## src/rtl/pairhmm_compute_engine_front_pkg.sv

```systemverilog
// PairHMM shared types: worker request/result payloads plus compute-engine front constants.
// Pure declarations; no latency or backpressure of its own.
package PairHMMPackage;

    localparam int CE_FIFO_DEPTH_DEFAULT = 8;

    typedef struct packed {
        logic [7:0]  tag;
        logic [11:0] read_len;
        logic [11:0] hap_len;
    } request_t;

    typedef struct packed {
        logic [7:0]  tag;
        logic [31:0] log_likelihood;
    } result_t;

    // First error cause seen since reset, for debug visibility
    typedef enum logic [1:0] {
        CE_ERR_NONE,
        CE_ERR_REQ_NOT_READY,
        CE_ERR_POP_EMPTY,
        CE_ERR_DP_OVERFLOW
    } ce_err_t;

endpackage

```

## src/rtl/pairhmm_compute_engine_front_if.sv

```systemverilog
// Worker-core <-> compute-engine request/result handshake bundle.
// Pure wiring; timing and backpressure are owned by the engine (slave) side.
interface pairhmm_compute_engine_front_if
    import PairHMMPackage::*;
();
    request_t request;
    logic     request_valid;
    logic     compute_engine_ready;
    result_t  result;
    logic     result_valid;
    logic     read_result;

    modport master (
        output request, request_valid, read_result,
        input  compute_engine_ready, result, result_valid
    );

    modport slave (
        input  request, request_valid, read_result,
        output compute_engine_ready, result, result_valid
    );
endinterface

```

## src/rtl/pairhmm_result_fifo.sv

```systemverilog
// Generic synchronous first-word-fall-through FIFO with occupancy count.
// Head visible the cycle after a write into empty; writes when full and reads when empty are ignored.
module pairhmm_result_fifo #(
    parameter type T     = logic [7:0],
    parameter int  DEPTH = 8
) (
    input  logic                       core_clk,
    input  logic                       arst_n,
    input  logic                       wr_vld,
    input  T                           wr_dat,
    input  logic                       rd_rdy,
    output T                           rd_dat,
    output logic                       full,
    output logic                       empty,
    output logic [$clog2(DEPTH+1)-1:0] count
);
    localparam int AW = (DEPTH > 1) ? $clog2(DEPTH) : 1;
    localparam int CW = $clog2(DEPTH+1);

    T                mem_q [DEPTH];
    logic [AW-1:0]   wr_ptr_q, wr_ptr_d, rd_ptr_q, rd_ptr_d;
    logic [CW-1:0]   count_q, count_d;
    logic            push, pop;

    assign full   = (count_q == CW'(DEPTH));
    assign empty  = (count_q == '0);
    assign count  = count_q;
    assign rd_dat = mem_q[rd_ptr_q];
    assign push   = wr_vld & ~full;
    assign pop    = rd_rdy & ~empty;

    // Power-of-two depth lets the pointers wrap by plain overflow
    always_comb begin
        wr_ptr_d = wr_ptr_q;
        rd_ptr_d = rd_ptr_q;
        count_d  = count_q;
        if (push) wr_ptr_d = wr_ptr_q + AW'(1);
        if (pop)  rd_ptr_d = rd_ptr_q + AW'(1);
        case ({push, pop})
            2'b10:   count_d = count_q + CW'(1);
            2'b01:   count_d = count_q - CW'(1);
            default: count_d = count_q;
        endcase
    end

    always_ff @(posedge core_clk or negedge arst_n) begin
        if (!arst_n) begin
            wr_ptr_q <= '0;
            rd_ptr_q <= '0;
            count_q  <= '0;
        end else begin
            wr_ptr_q <= wr_ptr_d;
            rd_ptr_q <= rd_ptr_d;
            count_q  <= count_d;
        end
    end

    always_ff @(posedge core_clk) begin
        if (push) mem_q[wr_ptr_q] <= wr_dat;
    end
endmodule

```

## src/rtl/pairhmm_compute_engine_front.sv

```systemverilog
// Credit-gated request front end for the PairHMM datapath with FWFT result buffer; perf counters under PHMM_CE_PERF_CNT_EN.
// Request reaches datapath 1 cycle after accept; ready drops once FIFO_DEPTH requests are unpopped.
module pairhmm_compute_engine_front
    import PairHMMPackage::*;
#(
    parameter int FIFO_DEPTH = CE_FIFO_DEPTH_DEFAULT,
    parameter int CNT_WIDTH  = 32
) (
    input  logic                          clock_i,
    input  logic                          reset_n_i,
    pairhmm_compute_engine_front_if.slave wk,
    output request_t                      dp_request_o,
    output logic                          dp_valid_o,
    input  result_t                       dp_result_i,
    input  logic                          dp_result_valid_i,
    output logic                          err_o,
    output logic [CNT_WIDTH-1:0]          perf_req_cnt_o,
    output logic [CNT_WIDTH-1:0]          perf_stall_cnt_o
);
    localparam int OW = $clog2(FIFO_DEPTH+1);

    logic [OW-1:0] outstanding_q, outstanding_d;
    logic          ready_q, ready_d;
    logic          err_q, err_d;
    logic          dp_valid_q, dp_valid_d;
    request_t      dp_request_q, dp_request_d;
    ce_err_t       err_cause_q, err_cause_d;

    logic          fifo_full, fifo_empty;
    logic [OW-1:0] fifo_count;
    result_t       fifo_head;
    logic          accept, stall, pop, pop_empty, dp_drop, fifo_wr;

    assign accept    = wk.request_valid & ready_q;
    assign stall     = wk.request_valid & ~ready_q;
    assign pop       = wk.read_result & ~fifo_empty;
    assign pop_empty = wk.read_result & fifo_empty;
    // Nothing owed by the datapath when outstanding is 0, so any result then is stale
    assign dp_drop   = dp_result_valid_i & (fifo_full | (outstanding_q == '0));
    assign fifo_wr   = dp_result_valid_i & ~dp_drop;

    pairhmm_result_fifo #(
        .T     (result_t),
        .DEPTH (FIFO_DEPTH)
    ) u_result_fifo (
        .core_clk (clock_i),
        .arst_n   (reset_n_i),
        .wr_vld   (fifo_wr),
        .wr_dat   (dp_result_i),
        .rd_rdy   (wk.read_result),
        .rd_dat   (fifo_head),
        .full     (fifo_full),
        .empty    (fifo_empty),
        .count    (fifo_count)
    );

    always_comb begin
        outstanding_d = outstanding_q;
        case ({accept, pop})
            2'b10:   outstanding_d = outstanding_q + OW'(1);
            2'b01:   outstanding_d = outstanding_q - OW'(1);
            default: outstanding_d = outstanding_q;
        endcase
        // Registered ready keeps the worker free of any input-to-ready path
        ready_d      = (outstanding_d < OW'(FIFO_DEPTH));
        dp_valid_d   = accept;
        dp_request_d = accept ? wk.request : '0;
        err_d        = err_q | stall | pop_empty | dp_drop;
        err_cause_d  = err_cause_q;
        if (err_cause_q == CE_ERR_NONE) begin
            if (stall)          err_cause_d = CE_ERR_REQ_NOT_READY;
            else if (pop_empty) err_cause_d = CE_ERR_POP_EMPTY;
            else if (dp_drop)   err_cause_d = CE_ERR_DP_OVERFLOW;
        end
    end

    always_ff @(posedge clock_i or negedge reset_n_i) begin
        if (!reset_n_i) begin
            outstanding_q <= '0;
            ready_q       <= 1'b0;
            err_q         <= 1'b0;
            dp_valid_q    <= 1'b0;
            dp_request_q  <= '0;
            err_cause_q   <= CE_ERR_NONE;
        end else begin
            outstanding_q <= outstanding_d;
            ready_q       <= ready_d;
            err_q         <= err_d;
            dp_valid_q    <= dp_valid_d;
            dp_request_q  <= dp_request_d;
            err_cause_q   <= err_cause_d;
        end
    end

    assign wk.compute_engine_ready = ready_q;
    assign wk.result_valid         = ~fifo_empty;
    assign wk.result               = fifo_empty ? '0 : fifo_head;
    assign dp_request_o            = dp_request_q;
    assign dp_valid_o              = dp_valid_q;
    assign err_o                   = err_q;

    a_occupancy_within_credit: assert property (
        @(posedge clock_i) disable iff (!reset_n_i) fifo_count <= outstanding_q);

`ifdef PHMM_CE_PERF_CNT_EN
    logic [CNT_WIDTH-1:0] req_cnt_q, req_cnt_d, stall_cnt_q, stall_cnt_d;

    always_comb begin
        req_cnt_d   = req_cnt_q;
        stall_cnt_d = stall_cnt_q;
        if (accept && !(&req_cnt_q))  req_cnt_d   = req_cnt_q + CNT_WIDTH'(1);
        if (stall && !(&stall_cnt_q)) stall_cnt_d = stall_cnt_q + CNT_WIDTH'(1);
    end

    always_ff @(posedge clock_i or negedge reset_n_i) begin
        if (!reset_n_i) begin
            req_cnt_q   <= '0;
            stall_cnt_q <= '0;
        end else begin
            req_cnt_q   <= req_cnt_d;
            stall_cnt_q <= stall_cnt_d;
        end
    end

    assign perf_req_cnt_o   = req_cnt_q;
    assign perf_stall_cnt_o = stall_cnt_q;
`else
    assign perf_req_cnt_o   = '0;
    assign perf_stall_cnt_o = '0;
`endif
endmodule

```

## src/flat_wrapper.sv

```systemverilog
// flat-port wrapper written by rule: the top's interface ports become plain ports
module pairhmm_compute_engine_front_flat import PairHMMPackage::*;
#(
    parameter int FIFO_DEPTH = CE_FIFO_DEPTH_DEFAULT,
    parameter int CNT_WIDTH  = 32
)
  (clock_i, reset_n_i, dp_request_o, dp_valid_o, dp_result_i, dp_result_valid_i, err_o, perf_req_cnt_o, perf_stall_cnt_o, wk_request, wk_request_valid, wk_read_result, wk_compute_engine_ready, wk_result, wk_result_valid);
  pairhmm_compute_engine_front_if wk_i ();
  input  logic clock_i;
  input  logic reset_n_i;
  output request_t dp_request_o;
  output logic dp_valid_o;
  input  result_t dp_result_i;
  input  logic dp_result_valid_i;
  output logic err_o;
  output logic [CNT_WIDTH-1:0] perf_req_cnt_o;
  output logic [CNT_WIDTH-1:0] perf_stall_cnt_o;
  input wire logic [$bits(wk_i.request)-1:0] wk_request;
  input wire logic [$bits(wk_i.request_valid)-1:0] wk_request_valid;
  input wire logic [$bits(wk_i.read_result)-1:0] wk_read_result;
  output wire logic [$bits(wk_i.compute_engine_ready)-1:0] wk_compute_engine_ready;
  output wire logic [$bits(wk_i.result)-1:0] wk_result;
  output wire logic [$bits(wk_i.result_valid)-1:0] wk_result_valid;
  assign wk_i.request = wk_request;
  assign wk_i.request_valid = wk_request_valid;
  assign wk_i.read_result = wk_read_result;
  assign wk_compute_engine_ready = wk_i.compute_engine_ready;
  assign wk_result = wk_i.result;
  assign wk_result_valid = wk_i.result_valid;
  pairhmm_compute_engine_front #(.FIFO_DEPTH(FIFO_DEPTH), .CNT_WIDTH(CNT_WIDTH)) u_core (.clock_i(clock_i), .reset_n_i(reset_n_i), .wk(wk_i), .dp_request_o(dp_request_o), .dp_valid_o(dp_valid_o), .dp_result_i(dp_result_i), .dp_result_valid_i(dp_result_valid_i), .err_o(err_o), .perf_req_cnt_o(perf_req_cnt_o), .perf_stall_cnt_o(perf_stall_cnt_o));
endmodule
```

## config.mk

```make
export PLATFORM = sky130hd
export DESIGN_NAME = pairhmm_compute_engine_front_flat
export DESIGN_NICKNAME = d
export VERILOG_FILES = /design/src/rtl/pairhmm_compute_engine_front_pkg.sv /design/src/rtl/pairhmm_compute_engine_front_if.sv /design/src/rtl/pairhmm_result_fifo.sv /design/src/rtl/pairhmm_compute_engine_front.sv /design/src/flat_wrapper.sv
export SDC_FILE = /design/constraint.sdc
export NUM_CORES = 1
export LEC_CHECK = 0
export CAP_MARGIN = 20
export CORE_MARGIN = 2
export CORE_UTILIZATION = 40
export DETAILED_ROUTE_END_ITERATION = 16
export SLEW_MARGIN = 30
export SYNTH_ARGS = -nofsm -noshare
export SYNTH_HDL_FRONTEND = slang
export SYNTH_SLANG_ARGS = --single-unit
```

## constraint.sdc

```tcl
create_clock -name clock_i -period 9.8 [get_ports clock_i]
set_clock_uncertainty 0.2 [all_clocks]
set_input_delay 1.96 -clock clock_i [delete_from_list [all_inputs] [get_ports clock_i]]
set_output_delay 1.96 -clock clock_i [all_outputs]
set_load 0.005 [all_outputs]
```

==> results of run 1 <==
==> registers in the layout (all words and copies together) (netlist names), named ones only <==
register / flops
u_core.u_result_fifo.count: 4
u_core.dp_valid_o: 1
u_core.u_result_fifo.rd_ptr_q: 3
u_core.u_result_fifo.mem_q: 320
u_core.wk.compute_engine_ready: 1
u_core.u_result_fifo.wr_ptr_q: 3
u_core.dp_request_o: 32
u_core.err_o: 1
u_core.outstanding_q: 3
==> through the flow <==
step           utilization, %  cells  hold slack, ns
2_1_floorplan               -    799           0.283
3_3_place_gp             46.0   1327           0.304
3_5_place_dp             46.0   1327           0.305
4_1_cts                  49.6   1396           0.316
5_1_grt                  49.6   1396           0.336
6_report                 49.6   1396           0.311
==> area by class of cell <==
class / count / area (um^2)
clock buffers: 54 / 1050
clock inverters: 15 / 214
fillers: 2916 / 18000
inverters: 4 / 15.0
multi-input cells: 327 / 3380
flip-flops and latches: 369 / 10800
well taps: 461 / 577
repair buffers: 166 / 1620
==> cell families after synthesis <==
logic type	synth area share (%)
XOR/XNOR	0.839
adder cells (fa/ha/maj)	0.771
AO/OA/AOI/OAI	0.565
buffers and inverters	4.66
multiplexers	15.4
other	0.0257
AND/OR/NAND/NOR	3.56
flip-flops	74.2
==> synthesized netlist by cell type, drive strengths merged (3+ instances only) <==
| master | n | area share (%) |
|---|---|---|
| edfxtp | 320 | 66 |
| buf | 83 | 4.1 |
| mux4 | 80 | 12 |
| dfrtp | 49 | 8.4 |
| nor2 | 48 | 1.2 |
| mux2i | 40 | 2.7 |
| and3 | 33 | 1.4 |
| clkbuf | 16 | 0.41 |
| ha | 9 | 0.77 |
| xnor2 | 7 | 0.42 |
| xor2 | 7 | 0.42 |
| nand2 | 6 | 0.15 |
| a21oi | 5 | 0.20 |
| o21ai | 5 | 0.17 |
| inv | 4 | 0.10 |
| mux2 | 4 | 0.33 |
| nor3 | 3 | 0.10 |
==> per-layer routing <==
metal	part of all wire, %	up-vias	GRT usage [%]	wire (um)
li1	-	3119	-	-
met2	50	201	26.4	14700
met1	43	3623	20.6	12700
met4	1.8	2	4.47	532
met5	0.038	-	0	11
met3	4.7	46	2.90	1380
==> where the power goes <==
| part | total [mW] | switching [mW] | internal, mW |
|---|---|---|---|
| sequential | 2.21 | 0.231 | 1.98 |
| clock | 1.45 | 0.565 | 0.885 |
| combinational | 1.51 | 0.653 | 0.862 |
| total | 5.17 | 1.45 | 3.72 |
==> layout by cell type, fill, tap and decap left out, drive strengths merged <==
| master | n |
|---|---|
| nand2b | 2 |
| ha | 9 |
| o211ai | 1 |
| o22ai | 1 |
| conb | 64 |
| a21oi | 5 |
| dfrtp | 49 |
| nand2 | 6 |
| nor4 | 2 |
| a31oi | 1 |
| nor4bb | 1 |
| clkdlybuf4s50 | 151 |
| clkbuf | 54 |
| nand3b | 1 |
| nand3 | 2 |
| xor2 | 7 |
| clkinvlp | 1 |
| mux4 | 80 |
| inv | 5 |
| edfxtp | 320 |
| bufinv | 5 |
| nor3b | 1 |
| mux2 | 4 |
| nor3 | 3 |
| and2 | 2 |
| a221oi | 1 |
| xnor2 | 7 |
| mux2i | 40 |
| or3 | 1 |
| o21ai | 5 |
| buf | 15 |
| nor2 | 48 |
| clkinv | 8 |
| and3 | 33 |
==> critical path, cell delays in order, from the launching register on <==
cell and delay (ns):
dfrtp_4 0.96, buf_4 0.83, mux4_2 0.59, mux2i_1 0.16, nor2_1 0.10, clkdlybuf4s50_1 0.47
==> worst max path at each step <==
stage,endpoint,from,slack [ns],depth (start not counted)
3_3_place_gp,wk_result[24],u_core.u_result_fifo.rd_ptr_q[0]$_DFFE_PN0P_,4.40,5
6_report,wk_result[29],u_core.u_result_fifo.rd_ptr_q[0]$_DFFE_PN0P_,3.97,5
4_1_cts,wk_result[20],u_core.u_result_fifo.rd_ptr_q[0]$_DFFE_PN0P_,3.82,5
5_1_grt,wk_result[28],u_core.u_result_fifo.rd_ptr_q[0]$_DFFE_PN0P_,3.66,5
3_5_place_dp,wk_result[29],u_core.u_result_fifo.rd_ptr_q[0]$_DFFE_PN0P_,4.41,5
2_1_floorplan,u_core.u_result_fifo.mem_q[5][0]$_DFFE_PP_,dp_result_valid_i,4.32,2
==> out/qor.csv, run 1 <==
metric;value;unit
TNS Setup;0;ns
crit-path max FO;44;
hold endpoint;u_core.err_o$_DFF_PN0_;
initial cell density of the core;40.9;%
Initial DRT Pass Iterations;4;
total track usage;15.6;%
Final nets;993;
Iteration-0 DRC Markers;459;
Reg clk slew, reported paths;0.06;ns
pre-CTS setup slack;4.41;ns
cells after synthesis;736;
leak pwr;6.25;nW
status;completed;
hold depth;2;
Min-Delay Startpoint;u_core.err_o$_DFF_PN0_;
Total Wirelength;29.3;mm
RD Place Congestion;0.705;
power per cell area;292;mW/mm^2
max_cap viols;0;
Final setup viols;0;
Worst-Margin Slew;0.943;ns
Inserted Diodes;0;
Final Power;5.17;mW
min-delay worst type;register to register;
Max Slew Vio Count;0;
via/cell ratio;5.01;
setup slack after layout;3.97;ns
final instance area;0.0177;mm^2
Post-synth top flop;edfxtp_1;
post-synthesis cell area;0.0146;mm^2
post-CTS setup buffer count;0;
Die Y;195;um
final worst path period share;59.5;%
Clock Tree Root;clkbuf_16;
Seq/Total Area, Yosys;74.2;%
CTS Hold Bufs;0;
layout cells sized above 1;17.6;%
r2r endpoint;u_core.wk.compute_engine_ready$_DFF_PN0_;
# clock sinks;369;
initial antenna violation count;1;
TritonCTS Buffers;39;
Rel. slew slack;37.1;%
placed inst area;0.0164;mm^2
total grt overflow;0;
Synth Register Bits;369;
asr flop ratio synth;13.3;%
vias in the first global route;7243;
EDFF count, synth;320;
cts repair resizes;0;
maximum root-to-sink buffer count;3;
Mean Syn Cell Area;19.8;um^2
Reg2Reg Setup Slack;6.77;ns
IO Pins;217;
vias;6991;
startpoint types;register;
reg2reg start;u_core.u_result_fifo.count[1]$_DFFE_PN0P_;
Syn-to-layout area delta;21.2;%
Tmin final;5.83;ns
first-pass GRT wire length;44.4;mm
largest net degree at the start of global routing;51;
Worst Path Required;7.64;ns
CP Class;register to output pin;
clk_lat worst skew;0.52;ns
RSZ-0062 raised after global routing;false;
Max Fclk;172;MHz
Cell Rows;69;
Die ar.;0.0381;mm^2
Critical Path AT;3.67;ns
CTS tree;built;
die width;195;um
Yosys cell types;39;
core area;0.0357;mm^2
DRC violations left;0;
CP endpoint kind;output pin;
VDD IR max;0.187;mV
Final ANT Viol Nets;0;
Port Buf Inserts;152;
Final HPWL DP;16.0;mm
detailed-route wire length per cell;21.0;um
Yosys warning count;0;
Reg2Reg Depth;10;
count of final hold-check violations;0;
H-Tree Depth;2;
Power figures use the tool's default switching activity.
==> run 2, diff against run 1 <==
clock period = 5.3 ns   (was 9.8 ns; I/O delays follow)
==> run 2 against run 1 <==
  * Combinational power is 86% higher
  * Non-clock buffer count is 3 higher
  * Setup slack got worse by 3.0 ns
  * Count of clock-buffer cells in the layout is 1 lower
  * Critical path type unchanged
  * Largest cell class unchanged
==> out/qor.csv, run 2 (synthesis gave the netlist of run 1 again) <==
metric;value;unit;change
Iteration-0 DRC Markers;458;;was 459
Largest register FFs;320;;unchanged
layout cells sized above 1;18.4;%;was 17.6%
Worst Path Required;4.04;ns;was 7.64 ns
Total Wirelength;29.2;mm;was 29.3 mm
largest net degree at the start of global routing;60;;was 51
CP Class;register to output pin;;unchanged
Final HPWL DP;16.1;mm;was 16.0 mm
TritonCTS Buffers;40;;was 39
startpoint types;register;;unchanged
die width;195;um;unchanged
status;completed;;unchanged
GR peak layer;met2;;unchanged
met1 usage;20.6;%;about the same
Worst-Margin Slew;0.919;ns;was 0.943 ns
RD Place Congestion;0.717;;was 0.705
maximum root-to-sink buffer count;3;;unchanged
slowest stage delay, CP;0.80;ns;was 0.96 ns
Syn-to-layout area delta;21.7;%;was 21.2%
initial antenna violation count;1;;unchanged
CP Cell Sequence;buf_4 -> mux4_2 -> mux2i_1 -> nor2_1 -> clkdlybuf4s50_1;;unchanged
Reg2Reg Depth;9;;was 10
max_cap viols;0;;unchanged
VDD IR max;0.279;mV;was 0.187 mV
WP depth;5;;unchanged
initial cell density of the core;40.9;%;unchanged
Critical Path AT;3.11;ns;was 3.67 ns
total grt overflow;0;;unchanged
Die Y;195;um;unchanged
TNS Setup;0;ns;unchanged
hold depth;2;;unchanged
Max Fclk;229;MHz;
Final nets;997;;was 993
M2 GR Usage;26.6;%;was 26.4%
Max Slew Vio Count;0;;unchanged
CTS Hold Bufs;0;;unchanged
min-delay worst type;register to register;;unchanged
Tmin final;4.37;ns;
leak pwr;6.29;nW;was 6.25 nW
final worst path period share;82.4;%;
DRC violations left;0;;unchanged
Final setup viols;0;;unchanged
via/cell ratio;5.00;;was 5.01
Initial DRT Pass Iterations;6;;was 4
Worst Hold Margin;0.313;ns;was 0.311 ns
count of final hold-check violations;0;;unchanged
Reg clk slew, reported paths;0.06;ns;about the same
power per cell area;539;mW/mm^2;was 292 mW/mm^2
first-pass GRT wire length;44.5;mm;was 44.4 mm
H-Tree Depth;2;;unchanged
Biggest register;u_core.u_result_fifo.mem_q;;unchanged
total track usage;15.5;%;was 15.6%
Inserted Diodes;0;;unchanged
Final Power;9.59;mW;was 5.17 mW
Clock Tree Root;clkbuf_16;;unchanged
Final Non-Filler Cells;1403;;was 1396
Die ar.;0.0381;mm^2;unchanged
CP endpoint kind;output pin;;unchanged
detailed-route wire length per cell;20.8;um;was 21.0 um
Cell Rows;69;;unchanged
commonest non-fill, non-tap cell in the layout;edfxtp_1;;unchanged
IO Pins;217;;unchanged
crit-path max FO;28;;was 44
GR Util met3;2.76;%;was 2.90%
Final ANT Viol Nets;0;;unchanged
vias;7022;;was 6991
Port Buf Inserts;152;;unchanged
filler cell count;2982;;was 2916
commonest non-fill, non-tap cells in the layout;edfxtp_1, clkdlybuf4s50_1, mux4_2, conb_1, dfrtp_1;;unchanged
vias in the first global route;7317;;was 7243
core area;0.0357;mm^2;unchanged
RSZ-0062 raised after global routing;false;;unchanged
CP max stage cell;dfrtp_4;;unchanged
Top delay family on crit path;buffers and inverters;;unchanged
cts repair resizes;0;;unchanged
CP Buf/Inv Count;2;;unchanged
clk_lat worst skew;0.51;ns;was 0.52 ns
post-CTS setup buffer count;0;;unchanged
CTS tree;built;;unchanged
Rel. slew slack;38.7;%;was 37.1%
dpl cells;1330;;was 1327
# clock sinks;369;;unchanged
run 2: changes by cell type in the layout (fill, tap and decap cells not counted), sizes merged:
cell      change
buf           +3
clkbuf        -1
clkinv        +6
bufinv        -2
inv           +2
clkinvlp      -1
run 2: area by class of cell:
type                       instances  area (um^2)  share of cell area [%]
tap                              461          577                    3.24
sequential                       369        10800                    61.0
inverter                           4         15.0                  0.0844
clock inverter                    20          183                    1.03
timing repair buffer             169         1680                    9.46
clock buffer                      53         1090                    6.14
multi-input combinational        327         3380                    19.0
run 2: layer usage:
metal	vias to the layer above	part of all wire (%)	wire, um
met5	-	0.048	14
li1	3136	-	-
met4	2	1.9	547
met3	40	4.6	1350
met1	3639	43	12500
met2	205	51	14800
run 2: metrics by stage:
stage	area (um^2)	worst slack [ns]	util, %
6_report	17800	0.930	49.7
3_5_place_dp	16500	1.39	46.2
5_1_grt	17800	0.664	49.7
3_3_place_gp	16500	1.39	46.2
2_1_floorplan	14800	0.722	-
4_1_cts	17800	0.846	49.7
run 2: report_power, final:
group	internal, mW	switching [mW]
clock network	1.60	1.08
registers	3.66	0.444
logic	1.62	1.19
total	6.88	2.71
run 2: path summary, 6_finish.rpt:
| kind | from | end | slack, ns |
|---|---|---|---|
| min in group asynchronous | reset_n_i | u_core.dp_request_o[10]$_DFF_PN0_ | 0.45 |
| max in group asynchronous | reset_n_i | u_core.u_result_fifo.rd_ptr_q[0]$_DFFE_PN0P_ | 3.95 |
| setup reg to reg | u_core.u_result_fifo.count[0]$_DFFE_PN0P_ | u_core.wk.compute_engine_ready$_DFF_PN0_ | 2.61 |
| setup / recovery | u_core.u_result_fifo.rd_ptr_q[0]$_DFFE_PN0P_ | wk_result[1] | 0.93 |
| hold reg to reg | u_core.err_o$_DFF_PN0_ | u_core.err_o$_DFF_PN0_ | 0.31 |
| hold / removal | u_core.err_o$_DFF_PN0_ | u_core.err_o$_DFF_PN0_ | 0.31 |
run 2: tightest hold or removal path, delay by kind of cell (launching register included):
kind / cells / cell delay, ns
AOI/OAI and AO/OA: 2 / 0.13
DFF: 1 / 0.34
==> run 3, diff against run 2 <==
clock period = 4.1 ns   (was 5.3 ns; I/O delays follow)
==> run 3 against run 2 <==
  * Setup slack got worse by 0.68 ns
  * First-iteration DRC count decreased by 12%
  * Core utilization about the same
  * Sequential share of layout area decreased by 0.054 points
  * Critical path depth unchanged
  * Routed wire length decreased by 0.61%
  * Register-to-register slack got worse by 1.5 ns
  * Clock power increased by 22%
  * Via count decreased by 0.85%
  * Largest power group unchanged
  * Highest routed layer unchanged
==> out/qor.csv, run 3 (synthesis gave the netlist of run 1 again) <==
metric;value;unit;change
status;completed;;unchanged
die width;195;um;unchanged
footprint of the multi-input gates;0.00340;mm^2;was 0.00338 mm^2
commonest non-fill, non-tap cells in the layout;edfxtp_1, clkdlybuf4s50_1, mux4_2, conb_1, dfrtp_1;;unchanged
Iteration-0 DRC Markers;405;;was 458
crit-path max FO;53;;was 28
Rel. slew slack;46.1;%;was 38.7%
Total Wirelength;29.0;mm;was 29.2 mm
CP endpoint kind;output pin;;unchanged
CTS Hold Bufs;0;;unchanged
Port Buf Inserts;152;;unchanged
maximum root-to-sink buffer count;3;;unchanged
IO Pins;217;;unchanged
first-pass GRT wire length;43.6;mm;was 44.5 mm
post-CTS setup buffer count;0;;unchanged
Reg2Reg Setup Slack;1.11;ns;was 2.61 ns
VDD IR max;0.458;mV;was 0.279 mV
Largest register FFs;320;;unchanged
TNS Setup;0;ns;unchanged
Die Y;195;um;unchanged
reg2reg start;u_core.u_result_fifo.count[0]$_DFFE_PN0P_;;unchanged
layout cells sized above 1;18.2;%;was 18.4%
final worst path period share;93.9;%;
Syn-to-layout area delta;21.8;%;was 21.7%
initial cell density of the core;40.9;%;unchanged
initial antenna violation count;1;;unchanged
min-delay worst type;input pin to asynchronous set/reset pin;;was register to register
Die ar.;0.0381;mm^2;unchanged
Final nets;1000;;was 997
via/cell ratio;4.96;;was 5.00
Max Fclk;260;MHz;
Worst-Margin Slew;0.809;ns;was 0.919 ns
Initial DRT Pass Iterations;4;;was 6
Clock Tree Root;clkbuf_16;;unchanged
sequential cell area;0.0108;mm^2;about the same
total track usage;15.1;%;was 15.5%
Worst Path Required;3.08;ns;was 4.04 ns
Reg2Reg Depth;10;;was 9
clk_lat worst skew;0.52;ns;was 0.51 ns
Final ANT Viol Nets;0;;unchanged
commonest non-fill, non-tap cell in the layout;edfxtp_1;;unchanged
RSZ-0062 raised after global routing;false;;unchanged
total grt overflow;0;;unchanged
count of final hold-check violations;0;;unchanged
Reg clk slew, reported paths;0.06;ns;about the same
Max Slew Vio Count;0;;unchanged
filler cell count;2915;;was 2982
power per cell area;690;mW/mm^2;was 539 mW/mm^2
Tmin final;3.85;ns;
H-Tree Depth;2;;unchanged
Biggest register;u_core.u_result_fifo.mem_q;;unchanged
pre-CTS setup slack;0.749;ns;was 1.39 ns
leak pwr;6.28;nW;was 6.29 nW
# clock sinks;369;;unchanged
max_cap viols;0;;unchanged
Final HPWL DP;16.8;mm;was 16.1 mm
cts repair resizes;0;;unchanged
Cell Rows;69;;unchanged
detailed-route wire length per cell;20.6;um;was 20.8 um
Inserted Diodes;0;;unchanged
core area;0.0357;mm^2;unchanged
largest net degree at the start of global routing;54;;was 60
CTS tree;built;;unchanged
setup slack after layout;0.252;ns;was 0.930 ns
Critical Path AT;2.83;ns;was 3.11 ns
DRC violations left;0;;unchanged
vias in the first global route;7083;;was 7317
startpoint types;register;;unchanged
vias;6962;;was 7022
TritonCTS Buffers;39;;was 40
Final setup viols;0;;unchanged
r2r endpoint;u_core.wk.compute_engine_ready$_DFF_PN0_;;unchanged
RD Place Congestion;0.745;;was 0.717
CP Class;register to output pin;;unchanged
run 3: how the worst max path moves through the flow:
stage,start,end,slack (ns),depth (start not counted)
after detailed placement,u_core.u_result_fifo.rd_ptr_q[1]$_DFFE_PN0P_,wk_result[24],0.75,5
after floorplan,dp_result_valid_i,u_core.u_result_fifo.mem_q[0][0]$_DFFE_PP_,0.54,3
after global placement,u_core.u_result_fifo.rd_ptr_q[1]$_DFFE_PN0P_,wk_result[24],0.76,5
final,u_core.u_result_fifo.rd_ptr_q[1]$_DFFE_PN0P_,wk_result[24],0.25,5
after global routing,u_core.u_result_fifo.rd_ptr_q[1]$_DFFE_PN0P_,wk_result[25],0.09,5
after CTS,u_core.u_result_fifo.rd_ptr_q[1]$_DFFE_PN0P_,wk_result[24],0.18,5
run 3: final cells by class:
| class | instances | area share (%) |
|---|---|---|
| Tap cell | 461 | 3.24 |
| Clock inverter | 14 | 0.619 |
| Inverter | 4 | 0.0844 |
| Timing Repair Buffer | 173 | 9.97 |
| Clock buffer | 57 | 6.04 |
| Sequential cell | 369 | 61.0 |
| Multi-Input combinational cell | 327 | 19.1 |
run 3: worst max-delay path, stage by stage, from the launching register on:
cell and delay [ns]:
dfrtp_4 0.96, buf_4 0.34, mux4_2 0.31, mux2i_1 0.16
nor2_1 0.07, clkdlybuf4s50_1 0.45
run 3: per-stage QoR:
stage | hold slack, ns | util (%) | cells | power (mW) | area, um^2
detailed placement | 0.296 | 46.5 | 1334 | 9.20 | 16600
finish | 0.150 | 49.8 | 1405 | 12.3 | 17800
floorplan | 0.283 | - | 799 | 7.42 | 14900
CTS | 0.165 | 49.8 | 1405 | 12.5 | 17800
global placement | 0.300 | 46.5 | 1334 | 9.18 | 16600
global route | 0.203 | 49.8 | 1405 | 12.9 | 17800
run 3: power breakdown:
| group | total, mW | internal (mW) | switching [mW] |
|---|---|---|---|
| combinational | 3.87 | 2.16 | 1.71 |
| sequential | 5.15 | 4.72 | 0.429 |
| clock | 3.26 | 1.89 | 1.37 |
run 3: layer usage:
| layer | vias to the layer above | global-route usage [%] | wire length, um |
|---|---|---|---|
| li1 | 3130 | - | - |
| met1 | 3631 | 20.7 | 13000 |
| met2 | 164 | 25.3 | 14400 |
| met3 | 35 | 2.63 | 1120 |
| met4 | 2 | 3.76 | 495 |
| met5 | - | 0 | 16 |
